--- src/rtl/alu_arb_pkg.sv ---
// Shared definitions for the ALU arbiter: alucontrol codes, legality check and FSM states.
package alu_arb_pkg;

  localparam logic [2:0] ALU_ADD = 3'b000;
  localparam logic [2:0] ALU_SUB = 3'b001;
  localparam logic [2:0] ALU_AND = 3'b010;
  localparam logic [2:0] ALU_OR  = 3'b011;
  localparam logic [2:0] ALU_SLT = 3'b101;

  typedef enum logic [1:0] {
    IDLE = 2'd0,
    EXEC = 2'd1,
    RESP = 2'd2
  } arb_state_e;

  function automatic logic is_legal_ctl(input logic [2:0] ctl);
    logic legal;
    case (ctl)
      ALU_ADD, ALU_SUB, ALU_AND, ALU_OR, ALU_SLT: legal = 1'b1;
      default:                                    legal = 1'b0;
    endcase
    return legal;
  endfunction

endpackage

--- src/rtl/rr_arbiter.sv ---
// Grant selector: round-robin from ptr, or fixed lowest-index priority when
// ALU_ARB_FIXED_PRIO_EN is defined. Produces a one-hot grant and its index.
module rr_arbiter
  import alu_arb_pkg::*;
#(
  parameter int NREQ = 3,
  parameter int IDW  = $clog2(NREQ)
) (
  input  logic [NREQ-1:0] req,
  input  logic [IDW-1:0]  ptr,
  input  logic            en,
  output logic [NREQ-1:0] gnt,
  output logic [IDW-1:0]  gnt_idx
);

  logic found;

`ifdef ALU_ARB_FIXED_PRIO_EN
  logic unused_ptr;
  assign unused_ptr = ^ptr;

  always_comb begin
    gnt     = '0;
    gnt_idx = '0;
    found   = 1'b0;
    for (int i = 0; i < NREQ; i++) begin
      if (en && !found && req[i]) begin
        found   = 1'b1;
        gnt[i]  = 1'b1;
        gnt_idx = IDW'(i);
      end
    end
  end
`else
  int             pos;
  logic [IDW-1:0] pos_idx;

  // Walk NREQ slots starting at ptr, wrapping at NREQ so non-power-of-2 sizes stay in range.
  always_comb begin
    gnt     = '0;
    gnt_idx = '0;
    found   = 1'b0;
    pos     = 0;
    pos_idx = '0;
    for (int k = 0; k < NREQ; k++) begin
      pos = int'(ptr) + k;
      if (pos >= NREQ) pos = pos - NREQ;
      pos_idx = IDW'(pos);
      if (en && !found && req[pos_idx]) begin
        found        = 1'b1;
        gnt[pos_idx] = 1'b1;
        gnt_idx      = pos_idx;
      end
    end
  end
`endif

endmodule

--- src/rtl/alu_arbiter.sv ---
// Shares one external combinational ALU among NREQ requesters, one op in flight.
// Build option ALU_ARB_FIXED_PRIO_EN selects fixed priority instead of round-robin.
module alu_arbiter
  import alu_arb_pkg::*;
#(
  parameter int NREQ = 3,
  parameter int IDW  = $clog2(NREQ)
) (
  input  logic              clk,
  input  logic              reset_n,
  input  logic [NREQ-1:0]   req_valid,
  output logic [NREQ-1:0]   req_ready,
  input  logic [NREQ*32-1:0] req_a,
  input  logic [NREQ*32-1:0] req_b,
  input  logic [NREQ*3-1:0] req_ctl,
  output logic [NREQ-1:0]   resp_valid,
  input  logic [NREQ-1:0]   resp_ready,
  output logic [31:0]       resp_result,
  output logic              resp_zero,
  output logic              resp_err,
  output logic [31:0]       alu_a,
  output logic [31:0]       alu_b,
  output logic [2:0]        alu_ctl,
  input  logic [31:0]       alu_result,
  input  logic              alu_zero,
  output logic              busy
);

  arb_state_e     state_q, state_d;
  logic [IDW-1:0] gidx_q, gidx_d;
  logic [31:0]    alu_a_q, alu_a_d;
  logic [31:0]    alu_b_q, alu_b_d;
  logic [2:0]     alu_ctl_q, alu_ctl_d;
  logic [31:0]    resp_result_q, resp_result_d;
  logic           resp_zero_q, resp_zero_d;
  logic           resp_err_q, resp_err_d;

  logic [NREQ-1:0] arb_gnt;
  logic [IDW-1:0]  arb_idx;
  logic [IDW-1:0]  arb_ptr;
  logic            arb_en;

  logic [31:0]     sel_a;
  logic [31:0]     sel_b;
  logic [2:0]      sel_ctl;

`ifdef ALU_ARB_FIXED_PRIO_EN
  assign arb_ptr = '0;
`else
  logic [IDW-1:0] ptr_q, ptr_d;
  assign arb_ptr = ptr_q;
`endif

  assign arb_en = (state_q == IDLE);

  rr_arbiter #(
    .NREQ (NREQ),
    .IDW  (IDW)
  ) u_arb (
    .req     (req_valid),
    .ptr     (arb_ptr),
    .en      (arb_en),
    .gnt     (arb_gnt),
    .gnt_idx (arb_idx)
  );

  // One-hot mux of the winner's operands out of the packed request buses.
  always_comb begin
    sel_a   = '0;
    sel_b   = '0;
    sel_ctl = '0;
    for (int i = 0; i < NREQ; i++) begin
      if (arb_gnt[i]) begin
        sel_a   = req_a[32*i +: 32];
        sel_b   = req_b[32*i +: 32];
        sel_ctl = req_ctl[3*i +: 3];
      end
    end
  end

  always_comb begin
    state_d       = state_q;
    gidx_d        = gidx_q;
    alu_a_d       = alu_a_q;
    alu_b_d       = alu_b_q;
    alu_ctl_d     = alu_ctl_q;
    resp_result_d = resp_result_q;
    resp_zero_d   = resp_zero_q;
    resp_err_d    = resp_err_q;
`ifndef ALU_ARB_FIXED_PRIO_EN
    ptr_d         = ptr_q;
`endif
    req_ready     = '0;
    resp_valid    = '0;

    case (state_q)
      IDLE: begin
        req_ready = arb_gnt;
        if (|arb_gnt) begin
          gidx_d    = arb_idx;
          alu_a_d   = sel_a;
          alu_b_d   = sel_b;
          alu_ctl_d = sel_ctl;
          state_d   = EXEC;
`ifndef ALU_ARB_FIXED_PRIO_EN
          ptr_d     = (arb_idx == IDW'(NREQ - 1)) ? '0 : arb_idx + IDW'(1);
`endif
        end
      end
      EXEC: begin
        // Illegal codes never expose whatever the ALU produced for them.
        if (is_legal_ctl(alu_ctl_q)) begin
          resp_result_d = alu_result;
          resp_zero_d   = alu_zero;
          resp_err_d    = 1'b0;
        end else begin
          resp_result_d = '0;
          resp_zero_d   = 1'b0;
          resp_err_d    = 1'b1;
        end
        state_d = RESP;
      end
      RESP: begin
        resp_valid[gidx_q] = 1'b1;
        if (resp_ready[gidx_q]) state_d = IDLE;
      end
      default: state_d = IDLE;
    endcase
  end

  always_ff @(posedge clk or negedge reset_n) begin
    if (!reset_n) begin
      state_q       <= IDLE;
      gidx_q        <= '0;
      alu_a_q       <= '0;
      alu_b_q       <= '0;
      alu_ctl_q     <= '0;
      resp_result_q <= '0;
      resp_zero_q   <= 1'b0;
      resp_err_q    <= 1'b0;
`ifndef ALU_ARB_FIXED_PRIO_EN
      ptr_q         <= '0;
`endif
    end else begin
      state_q       <= state_d;
      gidx_q        <= gidx_d;
      alu_a_q       <= alu_a_d;
      alu_b_q       <= alu_b_d;
      alu_ctl_q     <= alu_ctl_d;
      resp_result_q <= resp_result_d;
      resp_zero_q   <= resp_zero_d;
      resp_err_q    <= resp_err_d;
`ifndef ALU_ARB_FIXED_PRIO_EN
      ptr_q         <= ptr_d;
`endif
    end
  end

  assign alu_a       = alu_a_q;
  assign alu_b       = alu_b_q;
  assign alu_ctl     = alu_ctl_q;
  assign resp_result = resp_result_q;
  assign resp_zero   = resp_zero_q;
  assign resp_err    = resp_err_q;
  assign busy        = (state_q != IDLE);

endmodule

--- config.mk ---
export PLATFORM = sky130hd
export DESIGN_NAME = alu_arbiter
export DESIGN_NICKNAME = d
export VERILOG_FILES = /design/src/rtl/alu_arb_pkg.sv /design/src/rtl/rr_arbiter.sv /design/src/rtl/alu_arbiter.sv
export SDC_FILE = /design/constraint.sdc
export NUM_CORES = 1
export LEC_CHECK = 0
export CAP_MARGIN = 10
export CORE_AREA = 2 2 136 138
export DETAILED_ROUTE_END_ITERATION = 6
export DIE_AREA = 0 0 138 140
export HOLD_SLACK_MARGIN = 0.12
export PLACE_DENSITY = 0.81
export SYNTH_ARGS = -nofsm -noshare
export SYNTH_HDL_FRONTEND = slang
export SYNTH_SLANG_ARGS = --single-unit
--- constraint.sdc ---
create_clock -name clk -period 7.5 [get_ports clk]
set_clock_uncertainty 0.05 [all_clocks]
set_input_delay 2.25 -clock clk [delete_from_list [all_inputs] [get_ports clk]]
set_output_delay 2.25 -clock clk [all_outputs]
set_load 0.05 [all_outputs]
==> results.toml <==
[status]
status = "complete, no violations"

[flow_run]
cap_viol_max_count = 0

[timing]
rsz0062_at_grt = "false"
period_share_pct = 83.05
slew_violations = 0
setup_viol = 0
fmax_mhz = 160.5
finalHoldViolations = 0
tns_ns = 0
worst_pin_slew_ns = 0.8884
post-route-min-period_ns = 6.229
slew_headroom_pct = 40.63

[clocking]
root_buffer = "clkbuf_16"
cts_tree = "yes"
clock_sinks = 107
holdBufCountCts = 0
cts_max_level = 3
cts_resized = 0
cts_buffers = 9
cts_setup_buffers = 0
clockBufferDepth = 2
clock_latency_ns = 0.35
cts.clk_slew.worst_paths_ns = 0.08

[route]
met2_length_um = 10890
vias = 6352
highest-signal-layer = "met4"
drt-pass1-iter-count = 5
drt_iter0_drc = 309
drt-met1-wl_um = 9081
ant_nets = 0
drc_errors = 0
wl_per_cell_um = 19.86
routed_via_density = 5.548
dr_wl_met3_um = 1797
wirelength_um = 22740

[placed_design]
portBuffers = 349
routabilityCongestion = 0.8482
placed_area_sq_mm = 0.009338
dp_hpwl_um = 15380
placed_cells = 1129

[pwr]
power.density_mw_per_mm2 = 489.3
switching_share_pct = 52.44
p_seq_share_pct = 22.2
p_leak_nw = 3.782
pwr-share-clk_pct = 10.6
p_int_mw = 2.246
p_comb_share_pct = 67.2
total_power_mw = 4.722
power_switching_mw = 2.476
ir_drop_mv = 0.2624

[synth]
syn_nets = 849
ys_seq_elements = 107
syn_avg_cell_area_sq_um = 9.451
netlist-cell-type-count = 32
synthCells = 603
synth_warnings = 0
syn-cell-area_sq_mm = 0.005699
yosysSeqAreaShare_pct = 46.98

[layout]
post-route-util_pct = 54.29
diodes = 0
layout_commonest_cell = "clkdlybuf4s50_1"
final_cells = 1145
drive_gt1_share_pct = 5.240
fin_area_sq_mm = 0.009652
layout_common_cells = "clkdlybuf4s50_1, dfrtp_1, a21oi_1"
syn_to_final_growth_pct = 69.35
nNetsFinal = 1157

[min_path]
hp-class = "flop to flop"
hold_start = "alu_a[0]$_DFFE_PN0P_"
hold_path_end = "alu_a[0]$_DFFE_PN0P_"
hold_depth = 1

[setup_path]
crit_start = "req_valid[2]"
r2r_slack_ns = 3.88
worstReg2RegEnd = "alu_a[29]$_DFFE_PN0P_"
path_class = "input port to primary output"
startpoint_type = "input port"
end_kind = "primary output"
timing.rr.start = "arb_ptr[0]$_DFFE_PN0P_"
reg2regPathDepth = 10
arrival_ns = 3.93
cp_max_fo = 5
required_ns = 5.20

[grt]
grt_antenna_before_repair = 0
grt_max_degree = 70
overflow = 0
grt_first_pass_wirelength_um = 35480
grt_pass1_vias = 6364
grt_usage_pct = 22.69

[floorplanning]
start_util_pct = 32.05
core_sq_mm = 0.01778
dieArea_sq_mm = 0.01932
rows = 49
die_w_um = 138
fp.dieH_um = 140
num_io_pins = 350
## cells in the mapped netlist
cell type	instances	area (sq um)
a21oi_1	75	375.4
o211ai_1	1	7.510
nand3_1	1	5.000
and2_1	1	6.260
mux2_2	5	56.30
o2bb2ai_1	67	586.8
nor3b_1	2	15.01
nor3_1	3	15.01
nor4bb_1	1	10.01
o21ai_0	4	20.02
a22o_1	33	289.0
a21o_1	2	15.01
nor2b_1	1	6.260
mux2_4	1	15.01
dfrtp_1	107	2678
nand2_1	71	266.5
mux2i_1	4	40.04
inv_2	1	3.750
a311oi_1	67	586.8
buf_6	1	11.26
buf_4	4	30.03
inv_1	7	26.28
nor3_4	1	16.27
a21boi_2	1	11.26
a2111oi_2	1	15.01
buf_1	1	3.750
nand2b_1	5	31.28
nor2_1	71	266.5
nand3b_1	1	7.510
clkbuf_1	50	187.7
buf_2	9	45.04
ha_1	4	50.05
## worst max path at each step
| stage | end | slack, ns | depth (start not counted) |
|---|---|---|---|
| after global placement | req_ready[0] | 1.30 | 6 |
| final | req_ready[0] | 1.27 | 6 |
| after floorplan | req_ready[0] | 1.35 | 5 |
| after detailed placement | req_ready[0] | 1.28 | 6 |
| after global routing | req_ready[0] | 1.16 | 6 |
| after CTS | req_ready[0] | 1.26 | 6 |
## state kept, by name, summed over array words and instances, names as in the netlist
name and flops:
alu_ctl 3, resp_zero 1, resp_result 32, resp_err 1
state_q 2, arb_ptr 2, gidx_q 2, alu_b 32
alu_a 32
## cell type report
type                            count  area (sq um)
Clock buffer                        9         225.2
Clock inverter                      7         88.84
Fill cell                        1586          8128
Inverter                            8         30.03
Multi-Input combinational cell    423          2738
Sequential cell                   107          2678
Tap cell                          229         286.5
Timing Repair Buffer              362          3606
## metrics by stage
stage | worst slack [ns] | hold slack [ns]
after floorplan | 1.354 | 0.4829
after global placement | 1.305 | 0.4215
after detailed placement | 1.280 | 0.4245
after CTS | 1.265 | 0.4448
after global routing | 1.165 | 0.4533
final | 1.271 | 0.4425
## layer usage
layer / vias up / global-route usage (%)
li1: 2890 / -
met1: 3063 / 28.65
met2: 340 / 36.74
met3: 59 / 6.359
met4: 0 / 9.560
met5: - / 0
## critical path, cell delays in order
cell and delay, ns:
clkdlybuf4s50_1 0.50, mux2_4 0.31, a2111oi_2 0.27, o21ai_0 0.21, a21boi_4 0.22, buf_12 0.17
## power by group through the flow
stage | Sequential [mW] | Combinational (mW) | Clock (mW)
finish | 1.05 | 3.17 | 0.499
global route | 1.08 | 3.36 | 0.539
CTS | 1.05 | 3.20 | 0.512
detailed placement | 1.05 | 3.20 | 0
global placement | 1.05 | 3.15 | 0
floorplan | 1.93 | 1.23 | 0
## cell families (layout without fill, tap and decap cells)
| logic type | after synthesis | after routing | synth area share (%) |
|---|---|---|---|
| AND/OR/NAND/NOR | 158 | 158 | 11.33 |
| AO/OA/AOI/OAI | 251 | 251 | 33.46 |
| multiplexers | 10 | 10 | 1.954 |
| buffers and inverters | 73 | 386 | 5.401 |
| adder cells (fa/ha/maj) | 4 | 4 | 0.8782 |
| flip-flops | 107 | 107 | 46.98 |
(Power assumes the default switching activity.)
